File: config.mk
export PLATFORM = sky130hd
export DESIGN_NAME = disk_sdram_arbiter
export DESIGN_NICKNAME = d
export VERILOG_FILES = /design/src/rtl/disk_pkg.sv /design/src/rtl/disk_arb_select.sv /design/src/rtl/disk_sdram_arbiter.sv
export SDC_FILE = /design/constraint.sdc
export NUM_CORES = 1
export LEC_CHECK = 0
export CORE_UTILIZATION = 35
export CTS_BUF_LIST = sky130_fd_sc_hd__clkbuf_4 sky130_fd_sc_hd__clkbuf_8
export DETAILED_ROUTE_END_ITERATION = 8
export GPL_TIMING_DRIVEN = 0
export PLACE_DENSITY = 0.84
export SLEW_MARGIN = 20
export SYNTH_ARGS = -nofsm -noshare
export SYNTH_HDL_FRONTEND = slang
export SYNTH_SLANG_ARGS = --single-unit
File: constraint.sdc
create_clock -name clk_logic -period 8.04 [get_ports clk_logic]
set_input_delay 2.01 -clock clk_logic [delete_from_list [all_inputs] [get_ports clk_logic]]
set_output_delay 2.01 -clock clk_logic [all_outputs]
set_load 0.005 [all_outputs]
File: src/rtl/disk_pkg.sv
// Shared types for the disk SDRAM arbiter.
//   client_id_t  : 2-bit requester id (host image loader, drive 1, drive 2)
//   arb_state_t  : transaction FSM state
//   client_onehot: maps a client id to its ack bit position
package disk_pkg;

   typedef logic [1:0] client_id_t;

   localparam client_id_t CLIENT_HOST   = 2'd0;
   localparam client_id_t CLIENT_DRIVE1 = 2'd1;
   localparam client_id_t CLIENT_DRIVE2 = 2'd2;

   typedef enum logic [1:0] {
      IDLE    = 2'd0,
      ISSUE   = 2'd1,
      WAIT_RD = 2'd2,
      DONE    = 2'd3
   } arb_state_t;

   function automatic logic [2:0] client_onehot(input client_id_t id);
      logic [2:0] oh;
      case (id)
         CLIENT_DRIVE1: oh = 3'b010;
         CLIENT_DRIVE2: oh = 3'b100;
         default:       oh = 3'b001;
      endcase
      return oh;
   endfunction

endpackage

File: src/rtl/disk_arb_select.sv
// Combinational winner selection for the disk SDRAM arbiter.
//   req        : per-client request levels (bit 0 host, bits 1/2 drives)
//   last_drive : drive that received the most recent drive grant
//   host_run   : consecutive host grants made while a drive was waiting
//   winner     : selected client id
//   valid      : at least one client is requesting
module disk_arb_select
   import disk_pkg::*;
#(
   parameter int HOST_BURST = 4,
   parameter int RUN_W      = $clog2(HOST_BURST + 1)
) (
   input  logic [2:0]       req,
   input  client_id_t       last_drive,
   input  logic [RUN_W-1:0] host_run,
   output client_id_t       winner,
   output logic             valid
);

   localparam logic [RUN_W-1:0] RUN_MAX = RUN_W'(HOST_BURST);

   logic       drive_req;
   client_id_t other_drive;

   always_comb begin
      drive_req   = req[1] | req[2];
      other_drive = (last_drive == CLIENT_DRIVE1) ? CLIENT_DRIVE2 : CLIENT_DRIVE1;
      valid       = |req;
      winner      = CLIENT_HOST;
      // Host keeps priority until it has used up its burst allowance
      // against a waiting drive; drives then alternate.
      if (req[0] && (!drive_req || host_run < RUN_MAX)) begin
         winner = CLIENT_HOST;
      end else if (req[other_drive]) begin
         winner = other_drive;
      end else if (req[last_drive]) begin
         winner = last_drive;
      end
   end

endmodule

File: src/rtl/disk_sdram_arbiter.sv
// Shares the disk SDRAM port between the PicoSoC image loader (client 0)
// and Disk II drives 1 and 2 (clients 1, 2). One transaction at a time is
// latched into command registers, presented to the SDRAM port, and
// completed with a one-cycle ack to the granted client. Transactions that
// stall for TIMEOUT_CYCLES are aborted with err_o.
// Ports:
//   clk_logic, system_reset        : clock, async active-high reset
//   req_i/we_i/addr_i/wdata_i/dqm_i: per-client request (client i in slice i)
//   ack_o, err_o, rdata_o          : completion pulse, timeout flag, read data
//   ctrl_*_o                       : command to the SDRAM port
//   ctrl_ready_i, ctrl_q_i,
//   ctrl_q_valid_i                 : SDRAM accept and read return
module disk_sdram_arbiter
   import disk_pkg::*;
#(
   parameter int ADDR_WIDTH     = 21,
   parameter int DATA_WIDTH     = 32,
   parameter int DQM_WIDTH      = 4,
   parameter int HOST_BURST     = 4,
   parameter int TIMEOUT_CYCLES = 1024
) (
   input  logic                    clk_logic,
   input  logic                    system_reset,
   input  logic [2:0]              req_i,
   input  logic [2:0]              we_i,
   input  logic [3*ADDR_WIDTH-1:0] addr_i,
   input  logic [3*DATA_WIDTH-1:0] wdata_i,
   input  logic [3*DQM_WIDTH-1:0]  dqm_i,
   output logic [2:0]              ack_o,
   output logic                    err_o,
   output logic [DATA_WIDTH-1:0]   rdata_o,
   output logic                    ctrl_req_o,
   output logic                    ctrl_we_o,
   output logic [ADDR_WIDTH-1:0]   ctrl_addr_o,
   output logic [DATA_WIDTH-1:0]   ctrl_data_o,
   output logic [DQM_WIDTH-1:0]    ctrl_dqm_o,
   input  logic                    ctrl_ready_i,
   input  logic [DATA_WIDTH-1:0]   ctrl_q_i,
   input  logic                    ctrl_q_valid_i
);

   localparam int RUN_W   = $clog2(HOST_BURST + 1);
   localparam int TIMER_W = $clog2(TIMEOUT_CYCLES + 1);
   localparam logic [RUN_W-1:0]   RUN_MAX   = RUN_W'(HOST_BURST);
   localparam logic [TIMER_W-1:0] TIMER_MAX = TIMER_W'(TIMEOUT_CYCLES - 1);

   // Reset asserts asynchronously but releases two clocks after
   // system_reset falls, so no flop leaves reset near a clock edge.
   logic [1:0] rst_pipe;
   logic       rst;

   always_ff @(posedge clk_logic or posedge system_reset) begin
      if (system_reset) begin
         rst_pipe <= 2'b11;
      end else begin
         rst_pipe <= {rst_pipe[0], 1'b0};
      end
   end

   assign rst = rst_pipe[1];

   arb_state_t              state;
   client_id_t              grant;
   client_id_t              last_drive;
   logic [RUN_W-1:0]        host_run;
   logic [TIMER_W-1:0]      timer;
   logic                    cmd_we;
   logic [ADDR_WIDTH-1:0]   cmd_addr;
   logic [DATA_WIDTH-1:0]   cmd_data;
   logic [DQM_WIDTH-1:0]    cmd_dqm;
   logic                    err;
   logic [DATA_WIDTH-1:0]   rdata;

   client_id_t              winner;
   logic                    win_valid;
   logic                    drive_req;
   logic                    sel_we;
   logic [ADDR_WIDTH-1:0]   sel_addr;
   logic [DATA_WIDTH-1:0]   sel_data;
   logic [DQM_WIDTH-1:0]    sel_dqm;

   disk_arb_select #(
      .HOST_BURST (HOST_BURST),
      .RUN_W      (RUN_W)
   ) u_select (
      .req        (req_i),
      .last_drive (last_drive),
      .host_run   (host_run),
      .winner     (winner),
      .valid      (win_valid)
   );

   always_comb begin
      drive_req = req_i[1] | req_i[2];
      sel_we    = we_i[winner];
      case (winner)
         CLIENT_DRIVE1: begin
            sel_addr = addr_i[ADDR_WIDTH +: ADDR_WIDTH];
            sel_data = wdata_i[DATA_WIDTH +: DATA_WIDTH];
            sel_dqm  = dqm_i[DQM_WIDTH +: DQM_WIDTH];
         end
         CLIENT_DRIVE2: begin
            sel_addr = addr_i[2*ADDR_WIDTH +: ADDR_WIDTH];
            sel_data = wdata_i[2*DATA_WIDTH +: DATA_WIDTH];
            sel_dqm  = dqm_i[2*DQM_WIDTH +: DQM_WIDTH];
         end
         default: begin
            sel_addr = addr_i[0 +: ADDR_WIDTH];
            sel_data = wdata_i[0 +: DATA_WIDTH];
            sel_dqm  = dqm_i[0 +: DQM_WIDTH];
         end
      endcase
   end

   always_ff @(posedge clk_logic or posedge rst) begin
      if (rst) begin
         state      <= IDLE;
         grant      <= CLIENT_HOST;
         last_drive <= CLIENT_DRIVE2;
         host_run   <= '0;
         timer      <= '0;
         cmd_we     <= 1'b0;
         cmd_addr   <= '0;
         cmd_data   <= '0;
         cmd_dqm    <= '0;
         err        <= 1'b0;
         rdata      <= '0;
      end else begin
         case (state)
            IDLE: begin
               if (win_valid) begin
                  grant    <= winner;
                  cmd_we   <= sel_we;
                  cmd_addr <= sel_addr;
                  cmd_data <= sel_data;
                  cmd_dqm  <= sel_dqm;
                  err      <= 1'b0;
                  timer    <= '0;
                  state    <= ISSUE;
                  if (winner == CLIENT_HOST) begin
                     // Only host grants that make a drive wait count
                     // against the burst allowance.
                     if (!drive_req) begin
                        host_run <= '0;
                     end else if (host_run < RUN_MAX) begin
                        host_run <= host_run + RUN_W'(1);
                     end
                  end else begin
                     host_run   <= '0;
                     last_drive <= winner;
                  end
               end
            end
            ISSUE: begin
               timer <= timer + TIMER_W'(1);
               // A real completion in the last allowed cycle wins over
               // the timeout.
               if (ctrl_ready_i) begin
                  if (cmd_we) begin
                     state <= DONE;
                  end else if (ctrl_q_valid_i) begin
                     rdata <= ctrl_q_i;
                     state <= DONE;
                  end else begin
                     state <= WAIT_RD;
                  end
               end else if (timer == TIMER_MAX) begin
                  err   <= 1'b1;
                  state <= DONE;
               end
            end
            WAIT_RD: begin
               timer <= timer + TIMER_W'(1);
               if (ctrl_q_valid_i) begin
                  rdata <= ctrl_q_i;
                  state <= DONE;
               end else if (timer == TIMER_MAX) begin
                  err   <= 1'b1;
                  state <= DONE;
               end
            end
            default: begin
               state <= IDLE;
            end
         endcase
      end
   end

   assign ctrl_req_o  = (state == ISSUE);
   assign ctrl_we_o   = cmd_we;
   assign ctrl_addr_o = cmd_addr;
   assign ctrl_data_o = cmd_data;
   assign ctrl_dqm_o  = cmd_dqm;
   assign ack_o       = (state == DONE) ? client_onehot(grant) : 3'b000;
   assign err_o       = (state == DONE) & err;
   assign rdata_o     = rdata;

endmodule

Word level (Yosys, flattened, before mapping):

Cells that the tools add are included.

* ROM bits: 0
* flip-flop bits (word level): 113
* output and inout bits: 95
* bits in latches: 0
* bits in writable memories: 0
* logic and storage cells: 88
* bits of input ports: 213
* memories: 0

* bitwise gates (word level): 3
* equal/unequal tests: 15
* shifts and indexed selects: 0
* muxes and demuxes: 36
* divide/modulo/power cells: 0
* reductions and logical operators: 16
* order comparisons: 4
* multipliers: 0
* add/sub/neg operators: 2

Operator list (count)
* 32-bit one-hot mux with 2 select lines: 2
* 32-bit 2-to-1 mux: 3
* 21-bit one-hot mux with 2 select lines: 1
* 11-bit one-hot mux with 2 select lines: 1
* 2-bit 2-to-1 mux: 8
* 3-bit 2-to-1 mux: 4
* 11-bit by 1-bit adder with 11-bit output, second input constant: 1
* 11-bit by 10-bit equality test with 1-bit output, second input constant: 1
* 11-bit 2-to-1 mux: 1
* 2-bit by 3-bit < comparator with 1-bit output, second input constant: 3
* 1-bit 2-to-1 mux: 9
* 3-bit AND reduction: 3
* 2-bit by 1-bit equality test with 1-bit output, second input constant: 4
* 2-bit equality test, second input constant: 4
* 4-bit one-hot mux with 2 select lines: 1
* 1-bit binary-select mux with 2-bit select: 3
* 2-bit inequality test, second input constant: 3
* 2-bit one-hot mux with 3 select lines: 1
* 3-bit one-hot mux with 2 select lines: 1
* 2-bit logical NOT: 2
* 2-bit by 1-bit inequality test with 1-bit output, second input constant: 2
* 2-bit AND reduction: 2
* 4-bit AND reduction: 1
* 2-bit nonzero test: 2
* other kinds (13): 13

Depth between registers and ports, before layout:

Gate-level depths: netlist of run 1.

* word-level depth: 9
* mapped depth: 11
* mapped depth without buffers: 8

Hierarchy:

Synthesis of run 1 repeated with hierarchy kept, for this count alone.

* cell total of the unflattened synthesis: 598
* area, all modules: 5580.4 um2

Modules (own cells, without submodules)
* disk_sdram_arbiter: cells each 591, area an instance 5530.3 um2, sequential area each 2831.5 um2, instances 1
* disk_arb_select: cells each 7, area an instance 50.0 um2, sequential area each 0.0 um2, instances 1

Worst setup path after synthesis of run 1:

No wires, ideal clock.

* path type: input port to flip-flop
* start: input port req_i[1]
* end: register cmd_addr[0], in the netlist ctrl_addr_o[0]
* arrival time: 3892 ps
* setup time: 132 ps
* setup slack: 4015 ps
* required time: 7908 ps
* stages on the path: 10
* path buffers: 4
* cell sequence: buf_4 nor3b_1 o211ai_1 ha_1 clkbuf_1 clkbuf_1 clkbuf_1 nor2_1 a21oi_1 o21ai_1

* cells in the longest elaborated chain, start to end: 7
* elaborated cells between the ends (all ways): 16
* those cells by class: eq/ne: 2; mux: 8; bitwise: 1; reduce/logical: 5

Ends and longest elaborated chain
* from (decl): line disk_sdram_arbiter.sv:24 `input logic [2:0] req_i,`
* 1-bit binary-select mux with 2-bit select or 1-bit bitwise OR (tied branches): line disk_arb_select.sv:36, disk_arb_select.sv:26
* 1-bit 2-to-1 mux (implied by the code) or 1-bit logical NOT (tied branches): line disk_arb_select.sv:36, disk_arb_select.sv:32
* 2-bit 2-to-1 mux or 1-bit logical OR (tied branches): line disk_arb_select.sv:36, disk_arb_select.sv:32
* 2-bit 2-to-1 mux or 1-bit logical AND (tied branches): line disk_arb_select.sv:34, disk_arb_select.sv:32
* 2-bit 2-to-1 mux: line disk_arb_select.sv:32 `if (req[0] && (!drive_req || host_run < RUN_MAX)) begin`
* 2-bit equality test or 2-bit by 1-bit equality test with 1-bit output (tied branches): line disk_sdram_arbiter.sv:96 `case (winner)`
* 21-bit one-hot mux with 2 select lines: line disk_sdram_arbiter.sv:96
* to (signal assigned): line disk_sdram_arbiter.sv:134 `cmd_addr <= sel_addr;`
* to (decl): line disk_sdram_arbiter.sv:68 `logic [ADDR_WIDTH-1:0] cmd_addr;`

Several ways; a longest one is shown, not always the timed one. The select of a mux whose other input is x is not followed.
A chain may end at the register's enable or synchronous reset.

Final worst setup path of run 1:

* start: input port req_i[0]
* end: register cmd_addr[1], in the netlist ctrl_addr_o[1]

* cells in the longest elaborated chain, start to end: 7
* elaborated cells between the ends (all ways): 13
* those cells by class: eq/ne: 2; mux: 8; reduce/logical: 3

Ends and longest elaborated chain
* 1-bit binary-select mux with 2-bit select: line disk_arb_select.sv:36 `end else if (req[last_drive]) begin`
* 1-bit 2-to-1 mux (implied by the code): line disk_arb_select.sv:36
* 2-bit 2-to-1 mux: line disk_arb_select.sv:36
* 2-bit 2-to-1 mux: line disk_arb_select.sv:34 `end else if (req[other_drive]) begin`
* 2-bit 2-to-1 mux: line disk_arb_select.sv:32
* 2-bit equality test or 2-bit by 1-bit equality test with 1-bit output (tied branches): line disk_sdram_arbiter.sv:96
* 21-bit one-hot mux with 2 select lines: line disk_sdram_arbiter.sv:96

Several ways; a longest one is shown, not always the timed one. The select of a mux whose other input is x is not followed.

==> flow_summary.rst, run 1 <==
.. list-table::
   :header-rows: 1

   * - Metric
     - Value
   * - Setup repair after global routing missed its margin
     - no
   * - Count of hold buffers inserted by post-cts repair
     - 0
   * - Result of the run
     - finished, final reports clean
   * - Via count
     - 5930
   * - Detailed-route vias per instance
     - 5.10
   * - Largest family of logic cells by synthesized area
     - compound AO/OA/AOI/OAI gates
   * - Count of endpoints failing setup in the final report
     - 0
   * - Antenna violations before repair
     - 0
   * - Post-synthesis to final-layout area growth
     - 66.2%
   * - Largest clock skew in the final design
     - 7.29 ps
   * - Net Count, Synth
     - 831
   * - Compound-gate portion of the synthesized area
     - 23.9%
   * - Clock latency of the later-clocked register in the worst-skew pair
     - 430 ps
   * - Synthesized-area fraction occupied by xor and xnor cells
     - 0.155%
   * - Logic depth of the worst register-to-register path
     - 9
   * - Number of register bits inferred by synthesis
     - 113
   * - Sort of element at the start of the critical path
     - primary input
   * - Worst voltage drop across the vdd grid
     - 0.174 mV
   * - Endpoint required time on the critical path
     - 8330 ps
   * - Maximum clock frequency
     - 217 MHz
   * - Post-synth EDFFs
     - 0
   * - Number of placement rows
     - 46
   * - Height of the chip
     - 129 um
   * - Antenna diode instance count
     - 0
   * - Count of maximum capacitance violations
     - 0
   * - Placement-stage worst setup slack
     - 2930 ps
   * - Critical path's most frequent cell
     - clkbuf_1
   * - Register clock-pin slew on the reported worst setup and hold paths
     - 70 ps
   * - Remaining max-slew budget at the tightest pin
     - 61.4%
   * - Clock tree from TritonCTS
     - done
   * - Layout cells sized above 1
     - 8.56%
   * - Endpoint class of the critical path
     - flop
   * - Pin count of the biggest net entering global routing
     - 73
   * - Post-Syn Instances
     - 608
   * - Nets
     - 1156
   * - Worst reg2reg path startpoint
     - last_drive[1]$_DFFE_PP1P_
   * - Final standard cell utilization of the core
     - 59.4%
   * - Count of endpoints failing hold in the final timing report
     - 0
   * - Post-synthesis share of cell area spent on and, or, nand and nor gates
     - 12.6%
   * - Filler Cells Inserted
     - 1330
   * - Pins Over Slew Limit
     - 0
   * - Wire length of the first global-routing pass
     - 30.2 mm
   * - Antenna violation net count after detailed routing
     - 0
   * - Most common flop cell mapped by yosys
     - dfrtp_1
   * - Final-layout setup total negative slack
     - 0 ps
   * - Count leader, synth
     - dfrtp_1
   * - Total detailed-routing wirelength
     - 19.6 mm
   * - Share of flip-flops with an asynchronous set or reset after synthesis
     - 100%
   * - Post-CTS resize count
     - 0
   * - Synth top area cells
     - dfrtp_1, a22oi_1, o21ai_0, a21oi_1, mux2_2
   * - Total power density per cell area
     - 318 mW/mm2
   * - Mux contribution to synthesized area
     - 6.54%
   * - Starting density of the core
     - 35.8%
   * - Sequential-to-total area share from yosys stat
     - 50.0%
   * - Post-Synth Adder-Cell Area
     - 2.21%
   * - Per-cell routed wire length
     - 16.9 um
   * - Average footprint of a synthesized cell
     - 9.31 um2
   * - Inserted Clock Buffers
     - 17
   * - H-tree level count
     - 4
   * - Worst setup path class
     - in2reg
   * - Number of placed I/O pins
     - 308
   * - Most common library cells after synthesis
     - dfrtp_1, nand2_1, o21ai_0, nor2_1, a21oi_1
   * - Clock sink count
     - 113
   * - Total Die Area
     - 0.0167 mm2
   * - Placeable Area
     - 0.0158 mm2
   * - Worst min-delay path category
     - reg2async
   * - Via count of the first global-routing pass
     - 6080
   * - Routability Congestion
     - 0.842
   * - Number of optimization iterations in the first detailed-route pass
     - 5
   * - Worst setup slack for register-to-register paths
     - 4810 ps
   * - Syn. warnings
     - 0
   * - Port Buffers
     - 305
   * - Post-layout total power
     - 3.00 mW
   * - Critical path arrival
     - 4900 ps
   * - Share of Yosys cell area claimed by the top area cell type
     - 48.6%
   * - Remaining design rule violation count
     - 0
   * - Maximum fanout along the worst path
     - 10
   * - Root buffer cell
     - clkbuf_8
   * - Measured slew at the worst slew-check pin
     - 579 ps
   * - Number of distinct standard cells referenced by the synthesized netlist
     - 47
   * - Overall routing resource usage
     - 23.8%
   * - Final HPWL from detailed placement
     - 15.2 mm
   * - Final Critical Period
     - 4620 ps
   * - Largest area contributor in the synthesized netlist
     - dfrtp_1
   * - Initial DRC count
     - 275
   * - Die width
     - 129 um
   * - Final worst slack
     - 3420 ps
   * - Period Utilization, post-route
     - 57.4%
   * - Standard cell with the maximum stage delay on the critical path
     - clkdlybuf4s50_1
   * - End of the worst register-to-register path
     - ctrl_addr_o[1]$_DFFE_PP0P_
   * - Standby leakage power
     - 3.76 nW
   * - Largest stage delay on the critical path
     - 590 ps
   * - Remaining global-route overflow
     - 0
   * - Buffer depth of the longest clock path
     - 2
   * - Setup Buffers After CTS
     - 0
   * - Cell Area, Synth
     - 0.00566 mm2
   * - Critical Path, Cell by Cell
     - clkdlybuf4s50_1 -> nand2b_1 -> o311a_1 -> ha_1 -> clkbuf_1 -> clkbuf_1 -> clkbuf_1 -> nor2_1 -> a21oi_1 -> o21ai_0
-- state kept, by name, summed over array words and instances (netlist names) --
register / count
ctrl_addr_o: 21
ctrl_data_o: 32
ctrl_dqm_o: 4
ctrl_we_o: 1
err: 1
grant: 2
host_run: 3
last_drive: 2
rdata_o: 32
rst_pipe: 2
state: 2
timer: 11
-- worst max-delay path, delay by kind of cell --
family | cells | cell delay (ps)
buf+inv | 4 | 1830
compound gates | 3 | 480
fa+ha+maj | 1 | 300
simple gates | 2 | 280
-- cell families after synthesis --
group	count (synthesis)
simple gates	166
other cells	1
xor+xnor	1
buf+inv	60
fa+ha+maj	10
compound gates	224
flops	113
mux	33
-- report_power, final --
group          switching [mW]  internal [mW]  leakage (nW)
clock network           0.236          0.286         0.193
registers               0.146          0.817          1.41
logic                   0.707          0.803          2.16
total                    1.09           1.91          3.76
-- cell type report --
type                    count  area, um2  share of cell area, %
flip-flops and latches    113       2830                   30.1
inverters                  13       56.3                  0.598
plain buffers              47        201                   2.14
clock buffers              23        310                   3.30
clock inverters             9       80.1                  0.851
well taps                 216        270                   2.87
multi-input cells         435       2580                   27.4
repair buffers            306       3080                   32.7
-- worst max path at each step --
| stage | start | endpoint | slack (ps) |
|---|---|---|---|
| after floorplan | req_i[1] | ctrl_addr_o[0]$_DFFE_PP0P_ | 4020 |
| after global placement | req_i[0] | ctrl_addr_o[0]$_DFFE_PP0P_ | 2940 |
| final | req_i[0] | ctrl_addr_o[1]$_DFFE_PP0P_ | 3420 |
| after detailed placement | req_i[0] | ctrl_addr_o[1]$_DFFE_PP0P_ | 2930 |
| after CTS | req_i[0] | ctrl_addr_o[1]$_DFFE_PP0P_ | 3380 |
| after global routing | req_i[0] | ctrl_addr_o[0]$_DFFE_PP0P_ | 3140 |
-- routing by layer --
| metal | vias up | share of wire [%] | global-route usage (%) |
|---|---|---|---|
| met3 | 36 | 8.1 | 7.93 |
| met1 | 2826 | 38 | 26.4 |
| met4 | 0 | 2.4 | 9.13 |
| li1 | 2826 | - | - |
| met2 | 242 | 51 | 42.2 |
| met5 | - | 0 | 0 |
-- through the flow --
step,hold slack (ps),cell area [um2],instances
final,251,9410,1162
after global routing,289,9410,1162
after CTS,271,9410,1162
after detailed placement,268,9020,1130
after global placement,348,8980,1129
after floorplan,345,5660,608
-- placed cells by master, fill, tap and decap left out, types with 3 or more instances in the layout --
cell type	instances
clkdlybuf4s50_1	305
dfrtp_1	110
nand2_1	73
o21ai_0	68
nor2_1	65
a21oi_1	64
a22oi_1	58
clkbuf_1	33
mux2_2	27
clkbuf_8	22
inv_1	11
ha_1	10
buf_2	8
o21ai_1	6
o31ai_1	5
and2_1	5
mux2_1	5
o41ai_1	5
nand3_1	4
clkinvlp_4	4
clkinv_2	4
buf_1	3
nand2b_1	3
nor4_1	3
a31oi_1	3
o21a_1	3
dfstp_2	3
(Power assumes the default switching activity.)
==> inputs of run 2 (changes only) <==
--- a/config.mk
+++ b/config.mk
@@ -9,7 +9,7 @@
 export CTS_BUF_LIST = sky130_fd_sc_hd__clkbuf_4 sky130_fd_sc_hd__clkbuf_8
 export DETAILED_ROUTE_END_ITERATION = 8
 export GPL_TIMING_DRIVEN = 0
-export PLACE_DENSITY = 0.84
+export PLACE_DENSITY = 0.87
 export SLEW_MARGIN = 20
 export SYNTH_ARGS = -nofsm -noshare
 export SYNTH_HDL_FRONTEND = slang
==> constraint.sdc (replaced) <==
create_clock -name clk_logic -period 4.2 [get_ports clk_logic]
set_input_delay 1.05 -clock clk_logic [delete_from_list [all_inputs] [get_ports clk_logic]]
set_output_delay 1.05 -clock clk_logic [all_outputs]
set_load 0.005 [all_outputs]
==> flow_summary.rst, run 2 (synthesis gave the netlist of run 1 again) <==
.. list-table::
   :header-rows: 1

   * - Metric
     - Value
   * - Maximum clock frequency
     - 278 MHz
   * - Largest stage delay on the critical path
     - 580 ps (about the same)
   * - Placement-stage worst setup slack
     - 115 ps (-2810 ps)
   * - Grt met3 use
     - 7.68% (-0.25 points)
   * - Antenna violation net count after detailed routing
     - 0 (unchanged)
   * - Total Die Area
     - 0.0167 mm2 (unchanged)
   * - Final worst slack
     - 601 ps (-2820 ps)
   * - Total detailed-routing wirelength
     - 19.7 mm (+0.36%)
   * - Area after DPL
     - 0.00902 mm2 (unchanged)
   * - Placeable Area
     - 0.0158 mm2 (unchanged)
   * - Final-layout setup total negative slack
     - 0 ps (unchanged)
   * - Period Utilization, post-route
     - 85.7%
   * - Post-layout instance area
     - 0.00942 mm2 (+0.12%)
   * - Worst setup slack for register-to-register paths
     - 980 ps (-3830 ps)
   * - Total power density per cell area
     - 612 mW/mm2 (+92%)
   * - Initial DRC count
     - 337 (+23%)
   * - Critical path's most frequent cell
     - clkbuf_1
   * - Result of the run
     - finished, final reports clean
   * - Die width
     - 129 um (unchanged)
   * - GR Util met2
     - 42.3% (+0.19 points)
   * - Clock latency of the later-clocked register in the worst-skew pair
     - 440 ps (about the same)
   * - Sort of element at the start of the critical path
     - primary input
   * - Post-CTS resize count
     - 0 (unchanged)
   * - Leading cell types in the layout, fill and taps excluded
     - clkdlybuf4s50_1, dfrtp_1, nand2_1, o21ai_0, nor2_1
   * - Clock sink count
     - 113 (unchanged)
   * - Number of optimization iterations in the first detailed-route pass
     - 5 (unchanged)
   * - Worst min-delay path category
     - reg2async
   * - Most used routing layer in global routing
     - met2
   * - Remaining global-route overflow
     - 0 (unchanged)
   * - Number of placed I/O pins
     - 308 (unchanged)
   * - Nets
     - 1156 (unchanged)
   * - Via count of the first global-routing pass
     - 6075 (-0.082%)
   * - Count of maximum capacitance violations
     - 0 (unchanged)
   * - Final HPWL from detailed placement
     - 15.3 mm (+0.72%)
   * - Standby leakage power
     - 3.77 nW (+0.32%)
   * - Buffer depth of the longest clock path
     - 2 (unchanged)
   * - Pins Over Slew Limit
     - 0 (unchanged)
   * - Hold WS
     - 245 ps (-5.83 ps)
   * - Layout cells sized above 1
     - 8.56% (unchanged)
   * - Filler Cells Inserted
     - 1350 (+1.5%)
   * - Per-cell routed wire length
     - 16.9 um (+0.27%)
   * - Remaining design rule violation count
     - 0 (unchanged)
   * - Standard cell with the maximum stage delay on the critical path
     - clkdlybuf4s50_1
   * - Detailed-route vias per instance
     - 5.12 (+0.32%)
   * - Measured slew at the worst slew-check pin
     - 591 ps (+11.5 ps)
   * - Via count
     - 5954 (+0.40%)
   * - Count of hold buffers inserted by post-cts repair
     - 0 (unchanged)
   * - Inserted Clock Buffers
     - 17 (unchanged)
   * - Maximum fanout along the worst path
     - 10 (unchanged)
   * - Routability Congestion
     - 0.847 (+0.62%)
   * - Overall routing resource usage
     - 24.2% (+0.34 points)
   * - Final Critical Period
     - 3600 ps
   * - Worst setup path class
     - in2reg
   * - Endpoint required time on the critical path
     - 4490 ps (-3840 ps)
   * - Final Instance Count excl. Fillers
     - 1163 (+0.086%)
   * - Wire length of the first global-routing pass
     - 30.6 mm (+1.4%)
   * - Remaining max-slew budget at the tightest pin
     - 60.6% (-0.77 points)
   * - Height of the chip
     - 129 um (unchanged)
   * - Root buffer cell
     - clkbuf_8
   * - Setup repair after global routing missed its margin
     - no
   * - Met1 capacity usage during global routing
     - 26.6% (+0.25 points)
   * - Count of endpoints failing hold in the final timing report
     - 0 (unchanged)
   * - Number of placement rows
     - 46 (unchanged)
   * - Clock tree from TritonCTS
     - done
   * - Post-synthesis to final-layout area growth
     - 66.4%
   * - Count of endpoints failing setup in the final report
     - 0 (unchanged)
   * - Worst voltage drop across the vdd grid
     - 0.245 mV (+41%)
   * - Antenna violations before repair
     - 1 (+1)
   * - Dpl cells
     - 1130 (unchanged)
   * - Critical Path, Cell by Cell
     - clkdlybuf4s50_1 -> nand2b_1 -> o311a_1 -> ha_1 -> clkbuf_1 -> clkbuf_1 -> clkbuf_1 -> nor2_1 -> a21oi_1 -> o21ai_0
   * - Pin count of the biggest net entering global routing
     - 74 (+1.4%)
   * - Critical path arrival
     - 3890 ps (-1010 ps)
   * - Endpoint class of the critical path
     - flop
   * - Most common library cell in the layout ignoring fill and taps
     - clkdlybuf4s50_1
   * - Register clock-pin slew on the reported worst setup and hold paths
     - 70 ps (about the same)
   * - Largest clock skew in the final design
     - 14.1 ps (+6.77 ps)
   * - Starting density of the core
     - 35.8% (unchanged)
   * - Setup Buffers After CTS
     - 0 (unchanged)
   * - Port Buffers
     - 305 (unchanged)
   * - H-tree level count
     - 4 (unchanged)
run 2: changes by cell type in the layout (fill, tap and decap cells not counted):
cell / before / now
clkbuf_8: 22 / 20
clkinvlp_4: 4 / 2
bufinv_16: 1 / 2
clkbuf_4: 1 / 2
clkinv_2: 4 / 5
clkinv_4: 0 / 1
diode_2: 0 / 1
run 2: metal layers:
layer,part of all wire (%),wire (um)
met5,0,0
met4,2.9,569
met3,8.8,1730
met2,51,10000
met1,37,7370
run 2: worst paths after layout:
path	start	to	cells past startpoint
worst min register to register	rst_pipe[1]$_DFF_PP1_	timer[8]$_DFFE_PP0P_	1
worst max register to register	last_drive[1]$_DFFE_PP1P_	ctrl_addr_o[1]$_DFFE_PP0P_	9
min in group clk_logic	rst_pipe[0]$_DFF_PP1_	rst_pipe[1]$_DFF_PP1_	0
worst max-delay path	req_i[0]	ctrl_addr_o[1]$_DFFE_PP0P_	10
worst min-delay path	rst_pipe[1]$_DFF_PP1_	timer[8]$_DFFE_PP0P_	1
max in group asynchronous	system_reset	rst_pipe[0]$_DFF_PP1_	2
run 2: worst max-delay path: cells and delay by family:
family	cells	cell delay, ps
buffers and inverters	4	1780
AO/OA/AOI/OAI	3	460
adder cells (fa/ha/maj)	1	300
AND/OR/NAND/NOR	2	290
run 2: area by class of cell:
class,instances,area [um2],share of cell area (%)
Antenna cell,1,2.50,0.0266
Buffer,47,201,2.14
Clock buffer,22,290,3.08
Clock inverter,10,109,1.16
Inverter,13,56.3,0.598
Multi-Input combinational cell,435,2580,27.4
Sequential cell,113,2830,30.1
Tap cell,216,270,2.87
Timing Repair Buffer,306,3080,32.7
run 2: per-stage QoR:
step | utilization (%) | total power [mW]
after floorplan | - | 3.20
after global placement | 56.8 | 4.65
after detailed placement | 57.0 | 4.76
after CTS | 59.5 | 5.82
after global routing | 59.5 | 6.19
final | 59.5 | 5.76
run 2: report_power, final:
| group | switching (mW) | internal, mW | total [mW] |
|---|---|---|---|
| registers | 0.268 | 1.56 | 1.83 |
| logic | 1.36 | 1.54 | 2.90 |
| clock network | 0.453 | 0.583 | 1.04 |
